===== src/rtl/systolic_operand_loader_if.sv =====
// Byte stream into the systolic operand loader: valid/ready handshake plus one operand byte.
interface systolic_operand_loader_if #(
    parameter int DATA_W = 8
);
    logic              in_valid;
    logic              in_ready;
    logic [DATA_W-1:0] in_data;

    modport master (output in_valid, output in_data, input in_ready);
    modport slave  (input in_valid, input in_data, output in_ready);
endinterface


===== src/rtl/systolic_operand_loader.sv =====
// Serial operand loader for the 2x2 systolic convolution array: assembles image and filter
// buses from a byte stream and sequences the array reset/compute window.
// Optional build macro SYSTOLIC_LOADER_FILTER_REUSE_EN: filter loaded only once after reset.
module systolic_operand_loader #(
    parameter int DATA_W         = 8,
    parameter int IMG_N          = 16,
    parameter int FLT_N          = 9,
    parameter int RST_HOLD       = 2,
    parameter int COMPUTE_CYCLES = 50
) (
    input  logic                      clk,
    input  logic                      rst,
    systolic_operand_loader_if.slave  stream,
    output logic [IMG_N*DATA_W-1:0]   img_flat,
    output logic [FLT_N*DATA_W-1:0]   flt_flat,
    output logic                      array_rst,
    output logic                      busy,
    output logic                      frame_done,
    output logic [7:0]                frame_count
);
    localparam int BYTE_MAX = (IMG_N > FLT_N) ? IMG_N : FLT_N;
    localparam int TIME_MAX = (COMPUTE_CYCLES > RST_HOLD) ? COMPUTE_CYCLES : RST_HOLD;
    localparam int CW       = $clog2(BYTE_MAX + 1);
    localparam int TW       = $clog2(TIME_MAX + 1);

    typedef enum logic [1:0] {
        LOAD_IMG,
        LOAD_FLT,
        HOLD,
        COMPUTE
    } state_t;

    state_t        state;
    state_t        state_next;
    logic [CW-1:0] byte_cnt;
    logic [TW-1:0] timer;
    logic          ready_q;
    logic          accept;
    logic          skip_flt;
    logic          load_next;
    logic          busy_next;

    assign stream.in_ready = ready_q;
    assign accept          = stream.in_valid & ready_q;

`ifdef SYSTOLIC_LOADER_FILTER_REUSE_EN
    logic flt_loaded;

    always_ff @(posedge clk) begin
        if (rst) begin
            flt_loaded <= 1'b0;
        end else if (state == LOAD_FLT && state_next == HOLD) begin
            flt_loaded <= 1'b1;
        end
    end

    assign skip_flt = flt_loaded;
`else
    assign skip_flt = 1'b0;
`endif

    always_comb begin
        state_next = state;
        case (state)
            LOAD_IMG: begin
                if (accept && byte_cnt == CW'(IMG_N - 1)) begin
                    state_next = skip_flt ? HOLD : LOAD_FLT;
                end
            end
            LOAD_FLT: begin
                if (accept && byte_cnt == CW'(FLT_N - 1)) begin
                    state_next = HOLD;
                end
            end
            HOLD: begin
                if (timer == TW'(RST_HOLD - 1)) begin
                    state_next = COMPUTE;
                end
            end
            COMPUTE: begin
                if (timer == TW'(COMPUTE_CYCLES - 1)) begin
                    state_next = LOAD_IMG;
                end
            end
            default: state_next = LOAD_IMG;
        endcase
        load_next = (state_next == LOAD_IMG) || (state_next == LOAD_FLT);
        busy_next = (state_next == HOLD) || (state == HOLD) || (state == COMPUTE);
    end

    always_ff @(posedge clk) begin
        if (rst) begin
            state       <= LOAD_IMG;
            byte_cnt    <= '0;
            timer       <= '0;
            ready_q     <= 1'b0;
            img_flat    <= '0;
            flt_flat    <= '0;
            array_rst   <= 1'b1;
            busy        <= 1'b0;
            frame_done  <= 1'b0;
            frame_count <= 8'd0;
        end else begin
            state   <= state_next;
            ready_q <= load_next;

            if (state_next != state) begin
                byte_cnt <= '0;
            end else if (accept) begin
                byte_cnt <= byte_cnt + 1'b1;
            end

            if (state_next != state) begin
                timer <= '0;
            end else if (state == HOLD || state == COMPUTE) begin
                timer <= timer + 1'b1;
            end else begin
                timer <= '0;
            end

            // Byte k of each phase lands in slot k, slot 0 being the most significant byte.
            for (int k = 0; k < IMG_N; k++) begin
                if (accept && state == LOAD_IMG && byte_cnt == CW'(k)) begin
                    img_flat[(IMG_N-1-k)*DATA_W +: DATA_W] <= stream.in_data;
                end
            end
            for (int k = 0; k < FLT_N; k++) begin
                if (accept && state == LOAD_FLT && byte_cnt == CW'(k)) begin
                    flt_flat[(FLT_N-1-k)*DATA_W +: DATA_W] <= stream.in_data;
                end
            end

            // The array sees its reset one cycle behind the state, so it releases
            // RST_HOLD+1 cycles after the final byte and re-asserts as the window closes.
            array_rst  <= (state != COMPUTE);
            busy       <= busy_next;
            frame_done <= (state != COMPUTE) && !array_rst;
            if ((state != COMPUTE) && !array_rst) begin
                frame_count <= frame_count + 8'd1;
            end
        end
    end
endmodule


===== src/flat_wrapper.sv =====
// flat-port wrapper written by rule: the top's interface ports become plain ports
module systolic_operand_loader_flat 
#(
    parameter int DATA_W         = 8,
    parameter int IMG_N          = 16,
    parameter int FLT_N          = 9,
    parameter int RST_HOLD       = 2,
    parameter int COMPUTE_CYCLES = 50
)
  (clk, rst, img_flat, flt_flat, array_rst, busy, frame_done, frame_count, stream_in_valid, stream_in_data, stream_in_ready);
  systolic_operand_loader_if #(.DATA_W(DATA_W)) stream_i ();
  input  logic clk;
  input  logic rst;
  output logic [IMG_N*DATA_W-1:0] img_flat;
  output logic [FLT_N*DATA_W-1:0] flt_flat;
  output logic array_rst;
  output logic busy;
  output logic frame_done;
  output logic [7:0] frame_count;
  input wire logic [$bits(stream_i.in_valid)-1:0] stream_in_valid;
  input wire logic [$bits(stream_i.in_data)-1:0] stream_in_data;
  output wire logic [$bits(stream_i.in_ready)-1:0] stream_in_ready;
  assign stream_i.in_valid = stream_in_valid;
  assign stream_i.in_data = stream_in_data;
  assign stream_in_ready = stream_i.in_ready;
  systolic_operand_loader #(.DATA_W(DATA_W), .IMG_N(IMG_N), .FLT_N(FLT_N), .RST_HOLD(RST_HOLD), .COMPUTE_CYCLES(COMPUTE_CYCLES)) u_core (.clk(clk), .rst(rst), .stream(stream_i), .img_flat(img_flat), .flt_flat(flt_flat), .array_rst(array_rst), .busy(busy), .frame_done(frame_done), .frame_count(frame_count));
endmodule

===== config.mk =====
export PLATFORM = sky130hd
export DESIGN_NAME = systolic_operand_loader_flat
export DESIGN_NICKNAME = d
export VERILOG_FILES = /design/src/rtl/systolic_operand_loader_if.sv /design/src/rtl/systolic_operand_loader.sv /design/src/flat_wrapper.sv
export SDC_FILE = /design/constraint.sdc
export NUM_CORES = 1
export LEC_CHECK = 0
export BUFFER_PORTS_ARGS = -buffer_cell sky130_fd_sc_hd__buf_4
export CORE_ASPECT_RATIO = 1.5
export CORE_MARGIN = 5
export CORE_UTILIZATION = 40
export CTS_CLUSTER_DIAMETER = 100
export DETAILED_ROUTE_END_ITERATION = 8
export GPL_ROUTABILITY_DRIVEN = 0
export SYNTH_ARGS = -nofsm -noshare
export SYNTH_HDL_FRONTEND = slang
export SYNTH_SLANG_ARGS = --single-unit

===== constraint.sdc =====
create_clock -name clk -period 5.3 [get_ports clk]
set_clock_uncertainty 0.2 [all_clocks]
set_input_delay 0.53 -clock clk [delete_from_list [all_inputs] [get_ports clk]]
set_output_delay 0.53 -clock clk [all_outputs]
set_load 0.02 [all_outputs]

# Word level (Yosys, flattened, before mapping)
# Index checks and enable logic that the tools add are counted.
[word_totals] input_bits=11 reg_bits=225 output_inout_bits=212
[classes] bitwise_logic=2 n_addsub=3 muxes=5 n_reduce_logical=40 eq_ne=24
[ops] op="5-bit by 4-bit equality test with 1-bit output, second input constant" count=8
[ops] op="1-bit logical AND" count=30
[ops] op="5-bit by 3-bit equality test with 1-bit output, second input constant" count=4
[ops] op="5-bit by 2-bit equality test with 1-bit output, second input constant" count=2
[ops] op="8-bit by 1-bit adder with 8-bit output, second input constant" count=1
[ops] op="2-bit two-way mux" count=4
[ops] op="2-bit case mux with 4 select lines" count=1
[ops] op="6-bit by 1-bit adder with 6-bit output, second input constant" count=1
[ops] op="2-bit equality test, second input constant" count=3
[ops] op="6-bit by 1-bit equality test with 1-bit output, second input constant" count=1
[ops] op="6-bit equality test, second input constant" count=1
[ops] op="5-bit by 1-bit adder with 5-bit output, second input constant" count=1
[ops] op="5-bit by 1-bit equality test with 1-bit output, second input constant" count=1
[ops] op="5-bit logical NOT" count=1
[ops] op="2-bit by 1-bit equality test with 1-bit output, second input constant" count=2
[ops] op="2-bit logical NOT" count=2
[ops] op="1-bit logical OR" count=4
[ops] op="3-bit OR reduction" count=1
[ops] op="2-bit inequality test" count=1
[ops] op="2-bit inequality test, second input constant" count=1
[ops] op="2-bit OR reduction" count=1
[ops] op="1-bit AND" count=1
[ops] op="1-bit logical NOT" count=1
[ops] op="1-bit NOT" count=1

# Depth between registers and ports, before layout
# Gate-level depths: netlist of run 1.
[depth] word_depth=7 depth_mapped=8 ltp_nobuf=6

# Worst setup path before layout of run 1
# No wires, ideal clock.
[synth_timing] kind="register -> register" from="reg u_core.byte_cnt[0]" to="reg u_core.byte_cnt[4]" n_path_buf=2 period_less_slack_ns=2.251 setup_time_ns=0.080 arrival_ns=1.972 path_slack_ns=3.049 path_stages_with_launch=9 path_cell_list="dfxtp_1 ha_1 clkbuf_2 and3_1 ha_1 and3_1 buf_4 a2111o_1 a211oi_2"
[synth_via] elab_chain_cells=6 elab_cells_between_ends=10
[synth_lines] element="start, declared" line_no="systolic_operand_loader.sv:35" text="logic [CW-1:0] byte_cnt;"
[synth_lines] element="start signal, assigned" line_no="systolic_operand_loader.sv:110" text="byte_cnt <= byte_cnt + 1'b1;"
[synth_lines] element="5-bit by 4-bit equality test with 1-bit output (on tied branches)" line_no="systolic_operand_loader.sv:71, systolic_operand_loader.sv:66"
[synth_lines] element="1-bit logical AND (on tied branches)" line_no="systolic_operand_loader.sv:71, systolic_operand_loader.sv:66"
[synth_lines] element="2-bit two-way mux (on tied branches)" line_no="systolic_operand_loader.sv:71, systolic_operand_loader.sv:66"
[synth_lines] element="2-bit case mux with 4 select lines" line_no="systolic_operand_loader.sv:64" text="case (state)"
[synth_lines] element="2-bit inequality test" line_no="systolic_operand_loader.sv:107" text="if (state_next != state) begin"
[synth_lines] element="2-bit OR reduction (no line)"
# Several ways; a longest one is shown, not always the timed one.
# A chain may end at the register's enable or synchronous reset.

# Final worst setup path of run 1
[layout_timing] from="reg u_core.byte_cnt[0]" to="reg u_core.flt_flat[44]"
[layout_via] elab_chain_cells=2
[layout_lines] element="5-bit by 2-bit equality test with 1-bit output" line_no="systolic_operand_loader.sv:128" text="if (accept && state == LOAD_FLT && byte_cnt == CW'(k)) begin"
[layout_lines] element="1-bit logical AND" line_no="systolic_operand_loader.sv:128"
[layout_lines] element="end signal, assigned by index" line_no="systolic_operand_loader.sv:129" text="flt_flat[(FLT_N-1-k)*DATA_W +: DATA_W] <= stream.in_data;"
[layout_lines] element="end, declared" line_no="systolic_operand_loader.sv:15" text="output logic [FLT_N*DATA_W-1:0] flt_flat,"
# No other way between the ends.

==> results of run 1 <==
kinds of logic after synthesis:
family	Yosys count	share of synthesized area, %
and+or+nand+nor	310	16.8
DFF	225	53.4
muxes	177	21.0
buffers and inverters	78	3.89
AOI/OAI and AO/OA	33	2.26
xor gates and xnor gates	14	1.45
adders and majority gates	8	1.19
final cells by class:
cell class                      instances  share of cell area [%]
Sequential cell                       225                    41.2
Timing Repair Buffer                  223                    15.4
Clock buffer                           30                    5.97
Clock inverter                         10                    1.21
Inverter                                7                   0.240
Multi-Input combinational cell        542                    32.9
Tap cell                              268                    3.07
power groups by stage:
stage	sequential, uW	clock [uW]	combinational (uW)
final	1700	1680	123
after global routing	1700	1800	131
after CTS	1700	1720	125
after detailed placement	1740	0	125
after global placement	1740	0	123
after floorplan	1750	0	73.3
per-stage QoR:
| step | util [%] | instances | instance area, sq um | total power [uW] | setup slack, ns |
|---|---|---|---|---|---|
| 6_report | 52.3 | 1305 | 10900 | 3500 | 2.63 |
| 5_1_grt | 52.3 | 1305 | 10900 | 3630 | 2.36 |
| 4_1_cts | 52.3 | 1305 | 10900 | 3550 | 2.66 |
| 3_5_place_dp | 48.5 | 1265 | 10100 | 1870 | 2.67 |
| 3_3_place_gp | 48.5 | 1265 | 10100 | 1860 | 2.69 |
| 2_1_floorplan | - | 845 | 8430 | 1820 | 3.05 |
layer usage:
layer	vias to the layer above	global-route usage (%)	routed length [microns]
met5	-	0	0
met4	0	5.50	622
met3	33	4.70	1480
met2	151	36.8	13000
met1	3049	23.2	9750
li1	3177	-	-
registers in the layout, indices dropped and copies added (netlist names):
signal	flops
u_core.img_flat	128
u_core.busy	1
u_core.flt_flat	72
u_core.byte_cnt	5
u_core.timer	6
u_core.frame_done	1
u_core.state	2
u_core.frame_count	8
u_core.stream.in_ready	1
u_core.array_rst	1
placed cells by master (no fill, tap or decap), types with 3 or more instances in the layout:
cell type and instances:
sky130_fd_sc_hd__and3_1 6, sky130_fd_sc_hd__clkbuf_8 5, sky130_fd_sc_hd__mux2i_1 177, sky130_fd_sc_hd__clkinvlp_4 3, sky130_fd_sc_hd__nand4_1 13, sky130_fd_sc_hd__nand2_1 43, sky130_fd_sc_hd__inv_1 6, sky130_fd_sc_hd__ha_1 8
sky130_fd_sc_hd__xnor2_1 4, sky130_fd_sc_hd__clkinv_2 4, sky130_fd_sc_hd__nor3_1 3, sky130_fd_sc_hd__dfxtp_1 225, sky130_fd_sc_hd__and4_1 7, sky130_fd_sc_hd__nor2_1 197, sky130_fd_sc_hd__clkbuf_16 23, sky130_fd_sc_hd__xor2_1 10
sky130_fd_sc_hd__a21oi_1 28, sky130_fd_sc_hd__nand4_2 7, sky130_fd_sc_hd__buf_4 222, sky130_fd_sc_hd__nand3_1 20, sky130_fd_sc_hd__bufinv_16 3
tightest hold or removal path, delay by kind of cell:
kind | cells | cell delay (ns)
buf+inv | 1 | 0.21
compound gates | 1 | 0.06
simple gates | 1 | 0.10
path summary, 6_finish.rpt:
check	startpoint	slack (ns)	endpoint
worst max-delay path	u_core.byte_cnt[0]$_SDFFE_PP0P_	2.63	u_core.flt_flat[44]$_SDFFE_PP0P_
worst min-delay path	stream_in_data[7]	0.25	u_core.flt_flat[47]$_SDFFE_PP0P_
worst min register to register	u_core.flt_flat[2]$_SDFFE_PP0P_	0.25	u_core.flt_flat[2]$_SDFFE_PP0P_
worst max register to register	u_core.byte_cnt[0]$_SDFFE_PP0P_	2.63	u_core.flt_flat[44]$_SDFFE_PP0P_
==> impl_metrics.csv, run 1 <==
group,metric,value,unit
outcome,run_status,"finished, final reports clean",
pwr,cell_internal_pwr,2730,uW
setup_path,list_of_cells_traversed_by_the_critical_path,"ha_1 -> nor4b_2 -> nand2_1 -> nand2_1 -> a21oi_1",
timing,post_route_worst_hold_slack,0.251,ns
synthesis,async_reset_ff_share,0,%
timing,maxClockFrequency,374,MHz
routing,drt-vias-per-instance,4.91,
run,cap_violations,0,
clock_tree,cts_num_sinks,225,
final_layout,regArea,4500,sq um
final_layout,final_layout_size_suffix_gt1_share,26.4,%
setup_path,critical_path.most_common_cell,"sky130_fd_sc_hd__nand2_1",
floorplan,fp.coreArea,20900,sq um
final_layout,antenna_cells,0,
pwr,cellLeakagePower,0.00531,uW
pwr,worst_ir_drop_vdd,0.000296,V
floorplan,floorplan.initialDensity,40.3,%
setup_path,cp_num_cells,5,
final_layout,final_net_count,1040,
global_route,grt_pass1_wl,38.6,mm
clock_tree,cts_buffer_depth,3,
timing,finalSetupViolCount,0,
setup_path,crit_slowest_cell,"sky130_fd_sc_hd__nor4b_2",
clock_tree,htreeDepth,1,
setup_path,cpLargestDelayFamily,"simple AND/OR/NAND/NOR gates",
synthesis,synth_seq_area_share,53.4,%
timing,timing.slew.headroom,29.2,%
clock_tree,tritoncts,"done",
clock_tree,post-cts-setup-buffers,0,
timing,maxSlewViolCount,0,
synthesis,ranking_of_synthesized_cells_by_instance_count,"sky130_fd_sc_hd__dfxtp_1, sky130_fd_sc_hd__nor2_1, sky130_fd_sc_hd__mux2i_1",
routing,routed-via-count,6410,
setup_path,setup.worst_path.start_class,"flip-flop",
placed_design,place.port_buffers,222,
setup_path,critPathCaptureType,"flip-flop",
global_route,grt_remaining_overflow,0,
routing,detail_route.wirelength,24.8,mm
setup_path,critical_path_required,5.44,ns
global_route,grt_antenna_before_repair,0,
synthesis,post_synth_inst_count,845,
routing,routed_wire_length_per_instance,19.0,microns
synthesis,post_synth.cell_area_avg,9.98,sq um
synthesis,postSynth.topFlopCell,"sky130_fd_sc_hd__dfxtp_1",
floorplan,fp.dieW,129,microns
setup_path,worstSetupPathType,"flip-flop to flip-flop",
setup_path,path_max_fanout,10,
floorplan,ioPinCount,223,
routing,antenna_left,0,
placed_design,dp_hpwl,16.1,mm
synthesis,synth_enable_flop_cells,0,
synthesis,yosys-top-cells-area,"sky130_fd_sc_hd__dfxtp_1, sky130_fd_sc_hd__mux2i_1, sky130_fd_sc_hd__nor2_1",
worst_hold_path,timing.hold.worst_path_depth,3,
clock_tree,cts_hold_buffers,0,
synthesis,post_synth_instance_area,8430,sq um
synthesis,synth.net_count,864,
routing,drtIter0Drc,321,
global_route,largest_net_degree_at_the_start_of_global_routing,139,
pwr,p_switching,765,uW
global_route,first_global_vias,6362,
synthesis,synthDominantCellAreaShare,53.4,%
clock_tree,cts_repair_resize_count,0,
synthesis,postSynthRegisterBits,225,
pwr,seq_power_share,48.6,%
setup_path,timing.critical_path.buf_inv,0,
synthesis,yosysWarningCount,0,
routing,dr.pass1.iters,5,
timing,hold_viol_final,0,
setup_path,worst_r2r_path_depth,5,
synthesis,yosys.cell_count.top_type,"sky130_fd_sc_hd__dfxtp_1",
final_layout,multi_input_area,3600,sq um
worst_hold_path,hold_class,"input port to flip-flop",
setup_path,worst-endpoint-arrival,2.81,ns
floorplan,design.die.area,24100,sq um
timing,timing.final.crit_share,50.5,%
timing,setup-tns-final,0,ns
pwr,clock_power_share,47.9,%
pwr,power.share.switching,21.9,%
timing,fin_crit,2.67,ns
routing,post-route-drc-count,0,
clock_tree,worst_setup_hold_path_clk_slew,0.07,ns
synthesis,synth_top_cell_by_area,"sky130_fd_sc_hd__dfxtp_1",
final_layout,syn2layout_area_growth,29.6,%
floorplan,row_count,65,
synthesis,netlist-cell-type-count,36,
clock_tree,clk_root_buffer_cell,"sky130_fd_sc_hd__clkbuf_16",
pwr,comb_power_share,3.5,%
floorplan,die-height,188,microns
timing,worstMarginPinSlew,1.06,ns
final_layout,nFillCells,1945,
clock_tree,tritoncts.num_buffers,22,
setup_path,highest_cell_delay_on_the_worst_timing_path,0.89,ns
pwr,pwrdens,320,nW/um^2
clock_tree,clk_latency,0.50,ns
timing,setup_repair_after_global_routing_missed_its_margin,"no",
global_route,global_routing_usage_summed_across_all_routing_layers,20.2,%
(Power assumes the default switching activity.)
==> run 2: changes to the inputs <==
--- a/config.mk
+++ b/config.mk
@@ -5,6 +5,7 @@
 export SDC_FILE = /design/constraint.sdc
 export NUM_CORES = 1
 export LEC_CHECK = 0
+export ABC_AREA = 1
 export BUFFER_PORTS_ARGS = -buffer_cell sky130_fd_sc_hd__buf_4
 export CORE_ASPECT_RATIO = 1.5
 export CORE_MARGIN = 5
@@ -12,6 +13,7 @@
 export CTS_CLUSTER_DIAMETER = 100
 export DETAILED_ROUTE_END_ITERATION = 8
 export GPL_ROUTABILITY_DRIVEN = 0
+export PLACE_DENSITY = 0.66
 export SYNTH_ARGS = -nofsm -noshare
 export SYNTH_HDL_FRONTEND = slang
 export SYNTH_SLANG_ARGS = --single-unit
==> constraint.sdc (replaced) <==
create_clock -name clk -period 2.3 [get_ports clk]
set_clock_uncertainty 0.2 [all_clocks]
set_input_delay 0.23 -clock clk [delete_from_list [all_inputs] [get_ports clk]]
set_output_delay 0.23 -clock clk [all_outputs]
set_load 0.02 [all_outputs]
==> impl_metrics.csv, run 2 <==
group,metric,value,unit
synthesis,post_synth_instance_area,8130,sq um
pwr,cellLeakagePower,0.00471,uW
synthesis,post_synth.cell_area_avg,8.74,sq um
timing,setup_repair_after_global_routing_missed_its_margin,"no",
final_layout,final_layout_size_suffix_gt1_share,27.6,%
clock_tree,clk_root_buffer_cell,"sky130_fd_sc_hd__clkbuf_16",
routing,post-route-drc-count,0,
synthesis,synthDominantCellAreaShare,55.4,%
setup_path,worst-endpoint-arrival,2.39,ns
global_route,grt_remaining_overflow,0,
floorplan,fp.coreArea,20200,sq um
synthesis,postSynthRegisterBits,225,
floorplan,design.die.area,23300,sq um
clock_tree,cts_num_sinks,225,
global_route,largest_net_degree_at_the_start_of_global_routing,88,
run,cap_violations,0,
setup_path,path_max_fanout,8,
global_route,grt_pass1_wl,36.5,mm
floorplan,fp.dieW,126,microns
floorplan,floorplan.initialDensity,40.3,%
setup_path,worst_r2r_path_depth,8,
placed_design,place.port_buffers,222,
timing,maxSlewViolCount,0,
setup_path,setup.worst_path.start_class,"flip-flop",
pwr,seq_power_share,48.5,%
worst_hold_path,hold_class,"input port to flip-flop",
pwr,pwrdens,749,nW/um^2
final_layout,most_common_cell_after_layout_fill_and_taps_aside,"sky130_fd_sc_hd__buf_4",
clock_tree,clk_latency,0.50,ns
synthesis,synth_top_cell_by_area,"sky130_fd_sc_hd__dfxtp_1",
routing,routed_wire_length_per_instance,16.7,microns
routing,dr.pass1.iters,4,
floorplan,die-height,185,microns
placed_design,pre_cts_slack,0.285,ns
final_layout,reg.largest.list,"u_core.img_flat x128, u_core.flt_flat x72, u_core.frame_count x8",
floorplan,row_count,64,
timing,setup-tns-final,0,ns
clock_tree,htreeDepth,1,
floorplan,ioPinCount,223,
outcome,run_status,"finished, final reports clean",
final_layout,syn2layout_area_growth,33.4,%
synthesis,synth_seq_area_share,55.4,%
final_layout,largest-register,"u_core.img_flat",
timing,hold_viol_final,0,
clock_tree,tritoncts,"done",
clock_tree,cts_buffer_depth,3,
setup_path,critical_path_required,2.54,ns
setup_path,crit-reg2reg-capture,"u_core.img_flat[5]$_SDFFE_PP0P_",
final_layout,nFillCells,1913,
synthesis,netlist-cell-type-count,35,
timing,maxClockFrequency,464,MHz
final_layout,final_net_count,1161,
synthesis,async_reset_ff_share,0,%
pwr,comb_power_share,4.6,%
synthesis,yosys-top-cells-area,"sky130_fd_sc_hd__dfxtp_1, sky130_fd_sc_hd__a21oi_1, sky130_fd_sc_hd__o21ai_0",
pwr,worst_ir_drop_vdd,0.000473,V
setup_path,reg2reg_slack,0.15,ns
global_route,global_routing_usage_summed_across_all_routing_layers,19.2,%
routing,drtIter0Drc,366,
worst_hold_path,min_to,"u_core.byte_cnt[0]$_SDFFE_PP0P_",
placed_design,dp_hpwl,16.3,mm
final_layout,most-common-layout-cells,"sky130_fd_sc_hd__buf_4, sky130_fd_sc_hd__dfxtp_1, sky130_fd_sc_hd__a21oi_1",
final_layout,antenna_cells,0,
timing,worstMarginPinSlew,0.584,ns
timing,finalSetupViolCount,0,
timing,timing.slew.headroom,60.9,%
final_layout,largest_reg_flops,128,
synthesis,post_synth_inst_count,930,
setup_path,worstSetupPathType,"flip-flop to flip-flop",
pwr,clock_power_share,46.9,%
synthesis,yosysWarningCount,0,
synthesis,synth_enable_flop_cells,0,
routing,detail_route.wirelength,23.8,mm
timing,fin_crit,2.15,ns
routing,antenna_left,0,
synthesis,postSynth.topFlopCell,"sky130_fd_sc_hd__dfxtp_1",
global_route,grt_antenna_before_repair,0,
pwr,p_switching,1790,uW
synthesis,synth.net_count,949,
global_route,first_global_vias,6672,
worst_hold_path,timing.hold.worst_path_depth,4,
timing,post-route-worst-setup-slack,0.146,ns
synthesis,ranking_of_synthesized_cells_by_instance_count,"sky130_fd_sc_hd__dfxtp_1, sky130_fd_sc_hd__a21oi_1, sky130_fd_sc_hd__o21ai_0",
synthesis,yosys.cell_count.top_type,"sky130_fd_sc_hd__dfxtp_1",
setup_path,critPathCaptureType,"flip-flop",
routing,drt-vias-per-instance,4.90,
pwr,cell_internal_pwr,6330,uW
timing,timing.final.crit_share,93.7,%
clock_tree,worst_setup_hold_path_clk_slew,0.06,ns
pwr,power.share.switching,22.1,%
clock_tree,tritoncts.num_buffers,22,
worst_hold_path,holdCritStartpoint,"stream_in_valid",
routing,routed-via-count,6965,
setup_path,worst_r2r_startpoint,"u_core.byte_cnt[0]$_SDFFE_PP0P_",
run 2: cell types whose count changed after synthesis, moves of 8 or more:
cell / change
sky130_fd_sc_hd__o21ai_0: +178
sky130_fd_sc_hd__mux2i_1: -177
sky130_fd_sc_hd__a21oi_1: +158
sky130_fd_sc_hd__nor2_1: -144
sky130_fd_sc_hd__inv_1: +71
sky130_fd_sc_hd__a211oi_1: +15
sky130_fd_sc_hd__buf_2: -15
sky130_fd_sc_hd__nand4_1: -12
sky130_fd_sc_hd__buf_4: +11
sky130_fd_sc_hd__buf_6: +11
sky130_fd_sc_hd__clkbuf_1: -10
sky130_fd_sc_hd__nor2_4: +10
sky130_fd_sc_hd__inv_2: +8
run 2: area by class of cell:
class                           instances  area (sq um)  share of cell area (%)
Clock buffer                           28           634                    5.85
Clock inverter                         10           135                    1.25
Inverter                               88           335                    3.09
Multi-Input combinational cell        550          2910                    26.8
Sequential cell                       225          4510                    41.6
Tap cell                              264           330                    3.05
Timing Repair Buffer                  255          1990                    18.4
run 2: what timing repair did:
item / 4_1_cts / 5_1_grt
setup buffers: 0 / 3
setup endpoints to repair: 0 / 8
hold buffers: 17 / 0
gates resized for setup: 0 / 4
hold endpoints to repair: 65 / 0
run 2: metal layers:
metal | GRT usage (%) | share of wire, % | up-vias
li1 | - | - | 3545
met1 | 23.5 | 42 | 3182
met2 | 32.9 | 49 | 196
met3 | 4.70 | 6.6 | 42
met4 | 6.53 | 3.0 | 0
met5 | 0 | 0 | -
run 2: critical path: stages, from the launching register on:
cell and delay [ns]:
sky130_fd_sc_hd__dfxtp_2 0.37, sky130_fd_sc_hd__ha_1 0.16, sky130_fd_sc_hd__inv_1 0.06, sky130_fd_sc_hd__nor2_1 0.14, sky130_fd_sc_hd__ha_2 0.22, sky130_fd_sc_hd__buf_4 0.16
sky130_fd_sc_hd__nand3_1 0.08, sky130_fd_sc_hd__a21oi_1 0.13, sky130_fd_sc_hd__dlygate4sd3_1 0.57
run 2: logic make-up after synthesis:
| family | share of synthesized area [%] |
|---|---|
| buffers and inverters | 8.88 |
| AOI/OAI and AO/OA | 24.7 |
| adders and majority gates | 1.23 |
| xor gates and xnor gates | 0.754 |
| DFF | 55.4 |
| and+or+nand+nor | 9.03 |
run 2: worst max-delay path by stage:
stage	from	to	slack, ns	depth (start not counted)
after floorplan	u_core.byte_cnt[0]$_SDFFE_PP0P_	u_core.byte_cnt[1]$_SDFFE_PP0P_	0.41	10
after global placement	u_core.byte_cnt[0]$_SDFFE_PP0P_	u_core.img_flat[34]$_SDFFE_PP0P_	0.36	7
after detailed placement	u_core.stream.in_ready$_SDFF_PP0_	u_core.img_flat[123]$_SDFFE_PP0P_	0.29	6
after CTS	u_core.byte_cnt[0]$_SDFFE_PP0P_	u_core.img_flat[6]$_SDFFE_PP0P_	0.09	8
after global routing	u_core.byte_cnt[0]$_SDFFE_PP0P_	u_core.img_flat[5]$_SDFFE_PP0P_	0.006	8
final	u_core.byte_cnt[0]$_SDFFE_PP0P_	u_core.img_flat[5]$_SDFFE_PP0P_	0.15	8
run 2: stage by stage:
step	cells	instance area, sq um	hold WS (ns)	power (uW)	utilization [%]
6_report	1420	10800	0.0445	8120	53.7
5_1_grt	1420	10800	0.0667	8400	53.7
2_1_floorplan	930	8130	0.195	4240	-
4_1_cts	1417	10800	0.0327	8190	53.5
3_5_place_dp	1362	9860	0.236	4380	48.9
3_3_place_gp	1362	9860	0.232	4380	48.9
run 2: power groups by stage:
| stage | sequential [uW] | clock (uW) | combinational, uW |
|---|---|---|---|
| floorplan | 4050 | 0 | 183 |
| CTS | 3940 | 3880 | 367 |
| finish | 3940 | 3810 | 373 |
| detailed placement | 4030 | 0 | 353 |
| global placement | 4030 | 0 | 350 |
| global route | 3940 | 4060 | 402 |
==> run 3: changes to the inputs <==
--- a/config.mk
+++ b/config.mk
@@ -7,13 +7,15 @@
 export LEC_CHECK = 0
 export ABC_AREA = 1
 export BUFFER_PORTS_ARGS = -buffer_cell sky130_fd_sc_hd__buf_4
+export CELL_PAD_IN_SITES_DETAIL_PLACEMENT = 0
+export CELL_PAD_IN_SITES_GLOBAL_PLACEMENT = 1
 export CORE_ASPECT_RATIO = 1.5
 export CORE_MARGIN = 5
-export CORE_UTILIZATION = 40
+export CORE_UTILIZATION = 34
 export CTS_CLUSTER_DIAMETER = 100
 export DETAILED_ROUTE_END_ITERATION = 8
 export GPL_ROUTABILITY_DRIVEN = 0
-export PLACE_DENSITY = 0.66
+export PLACE_DENSITY_LB_ADDON = 0.1
 export SYNTH_ARGS = -nofsm -noshare
 export SYNTH_HDL_FRONTEND = slang
 export SYNTH_SLANG_ARGS = --single-unit
==> impl_metrics.csv, run 3 (synthesized netlist as in run 2, its figures left out) <==
group,metric,value,unit
pwr,pwrdens,734,nW/um^2
pwr,cell_internal_pwr,6140,uW
final_layout,final_layout_size_suffix_gt1_share,27.6,%
final_layout,most-common-layout-cells,"sky130_fd_sc_hd__buf_4, sky130_fd_sc_hd__dfxtp_1, sky130_fd_sc_hd__a21oi_1",
final_layout,antenna_cells,0,
pwr,comb_power_share,4.8,%
clock_tree,clk_latency,0.50,ns
setup_path,highest_cell_delay_on_the_worst_timing_path,0.55,ns
clock_tree,htreeDepth,1,
worst_hold_path,hold_class,"input port to flip-flop",
setup_path,worst-endpoint-arrival,2.38,ns
timing,hold_viol_final,0,
setup_path,reg2reg_slack,0.17,ns
routing,wl_met1,10.8,mm
timing,setup-tns-final,0,ns
pwr,seq_power_share,49.7,%
timing,timing.slew.headroom,68.2,%
timing,finalSetupViolCount,0,
pwr,power,7940,uW
setup_path,critical_path_required,2.55,ns
routing,routed-wl-met2,12.1,mm
routing,drtIter0Drc,251,
pwr,p_switching,1810,uW
pwr,worst_ir_drop_vdd,0.000562,V
clock_tree,cts_num_sinks,225,
global_route,global_routing_usage_summed_across_all_routing_layers,18.0,%
final_layout,most_common_cell_after_layout_fill_and_taps_aside,"sky130_fd_sc_hd__buf_4",
run,cap_violations,0,
floorplan,floorplan.initialDensity,34.4,%
global_route,grt_pass1_wl,38.5,mm
global_route,grt_antenna_before_repair,0,
clock_tree,tritoncts.num_buffers,23,
timing,timing.final.crit_share,92.7,%
final_layout,largest_reg_flops,128,
final_layout,nFillCells,2396,
pwr,clock_power_share,45.5,%
global_route,grt_remaining_overflow,0,
routing,routed-via-count,6866,
timing,setup_repair_after_global_routing_missed_its_margin,"no",
setup_path,path_max_fanout,8,
setup_path,setup.worst_path.start_class,"flip-flop",
setup_path,crit_slowest_cell,"sky130_fd_sc_hd__dlygate4sd3_1",
routing,post-route-drc-count,0,
pwr,power.share.switching,22.8,%
floorplan,ioPinCount,223,
pwr,cellLeakagePower,0.00466,uW
clock_tree,tritoncts,"done",
floorplan,fp.coreArea,23700,sq um
timing,maxClockFrequency,469,MHz
timing,worstMarginPinSlew,0.477,ns
floorplan,die-height,199,microns
routing,dr.pass1.iters,4,
floorplan,fp.dieW,136,microns
outcome,run_status,"finished, final reports clean",
global_route,largest_net_degree_at_the_start_of_global_routing,99,
timing,maxSlewViolCount,0,
timing,fin_crit,2.13,ns
clock_tree,clk_root_buffer_cell,"sky130_fd_sc_hd__clkbuf_16",
clock_tree,cts_buffer_depth,3,
final_layout,largest-register,"u_core.img_flat",
final_layout,syn2layout_area_growth,33.0,%
floorplan,row_count,69,
placed_design,dp_hpwl,17.0,mm
placed_design,place.port_buffers,222,
routing,routed-wl-met3,1.90,mm
final_layout,final_net_count,1158,
floorplan,design.die.area,27200,sq um
routing,routed_wire_length_per_instance,17.1,microns
routing,detail_route.wirelength,25.2,mm
routing,top_layer,"met4",
routing,drt-vias-per-instance,4.66,
clock_tree,worst_setup_hold_path_clk_slew,0.06,ns
setup_path,critPathCaptureType,"flip-flop",
setup_path,list_of_cells_traversed_by_the_critical_path,"ha_1 -> inv_1 -> nor2_1 -> ha_2 -> buf_4 -> nand3_1 -> a21oi_1 -> dlygate4sd3_1",
global_route,first_global_vias,6553,
routing,antenna_left,0,
setup_path,worstSetupPathType,"flip-flop to flip-flop",
final_layout,reg.largest.list,"u_core.img_flat x128, u_core.flt_flat x72, u_core.frame_count x8",
[run 3: cell count changes in the layout (fill, tap and decap cells not counted), sizes merged]
cell,before,now
bufinv,3,0
buf,238,239
clkbuf,28,36
dlygate4sd3,17,12
clkinv,8,5
[run 3: metrics by stage]
step                setup slack, ns  utilization, %  instance area, sq um  instances  hold WS [ns]
global route                0.00217            45.7                 10800       1473        0.0889
floorplan                     0.412               -                  8130        930         0.195
finish                        0.168            45.7                 10800       1473        0.0428
CTS                          0.0633            45.7                 10800       1472        0.0234
global placement              0.298            42.1                  9950       1420         0.233
detailed placement            0.291            42.1                  9950       1420         0.236
[run 3: path summary, 6_finish.rpt]
path | start | to | cells after the start
worst max register to register | u_core.byte_cnt[0]$_SDFFE_PP0P_ | u_core.img_flat[2]$_SDFFE_PP0P_ | 8
worst min register to register | u_core.flt_flat[24]$_SDFFE_PP0P_ | u_core.flt_flat[24]$_SDFFE_PP0P_ | 2
worst max-delay path | u_core.byte_cnt[0]$_SDFFE_PP0P_ | u_core.img_flat[2]$_SDFFE_PP0P_ | 8
worst min-delay path | stream_in_valid | u_core.byte_cnt[0]$_SDFFE_PP0P_ | 4
[run 3: final cells by class]
type / instances / area [sq um] / area share (%)
Multi-Input combinational cell: 550 / 2910 / 26.9
Tap cell: 319 / 399 / 3.69
Clock buffer: 36 / 704 / 6.51
Timing Repair Buffer: 251 / 1940 / 17.9
Sequential cell: 225 / 4510 / 41.7
Clock inverter: 4 / 22.5 / 0.208
Inverter: 88 / 335 / 3.10
[run 3: layer usage]
| metal | vias up | track usage (%) |
|---|---|---|
| li1 | 3550 | - |
| met1 | 3099 | 23.2 |
| met2 | 187 | 29.9 |
| met3 | 30 | 5.14 |
| met4 | 0 | 4.07 |
| met5 | - | 0 |
[run 3: worst max-delay path: cells and delay by family (launching register included)]
| kind | cells | cell delay (ns) |
|---|---|---|
| compound gates | 1 | 0.13 |
| flops | 1 | 0.37 |
| fa+ha+maj | 2 | 0.37 |
| buf+inv | 3 | 0.78 |
| simple gates | 2 | 0.21 |
[run 3: power by group through the flow]
stage	Clock [uW]	Combinational (uW)	Sequential, uW
2_1_floorplan	0	183	4050
3_3_place_gp	0	377	4030
3_5_place_dp	0	375	4030
4_1_cts	3740	389	3940
5_1_grt	3910	420	3940
6_report	3620	382	3940
[run 3: what timing repair did]
| action | in CTS | in global routing |
|---|---|---|
| hold endpoints to repair | 55 | 0 |
| endpoints found under the setup margin | 0 | 3 |
| setup buffers | 0 | 1 |
| gates resized for setup | 0 | 4 |
| hold buffers | 12 | 0 |
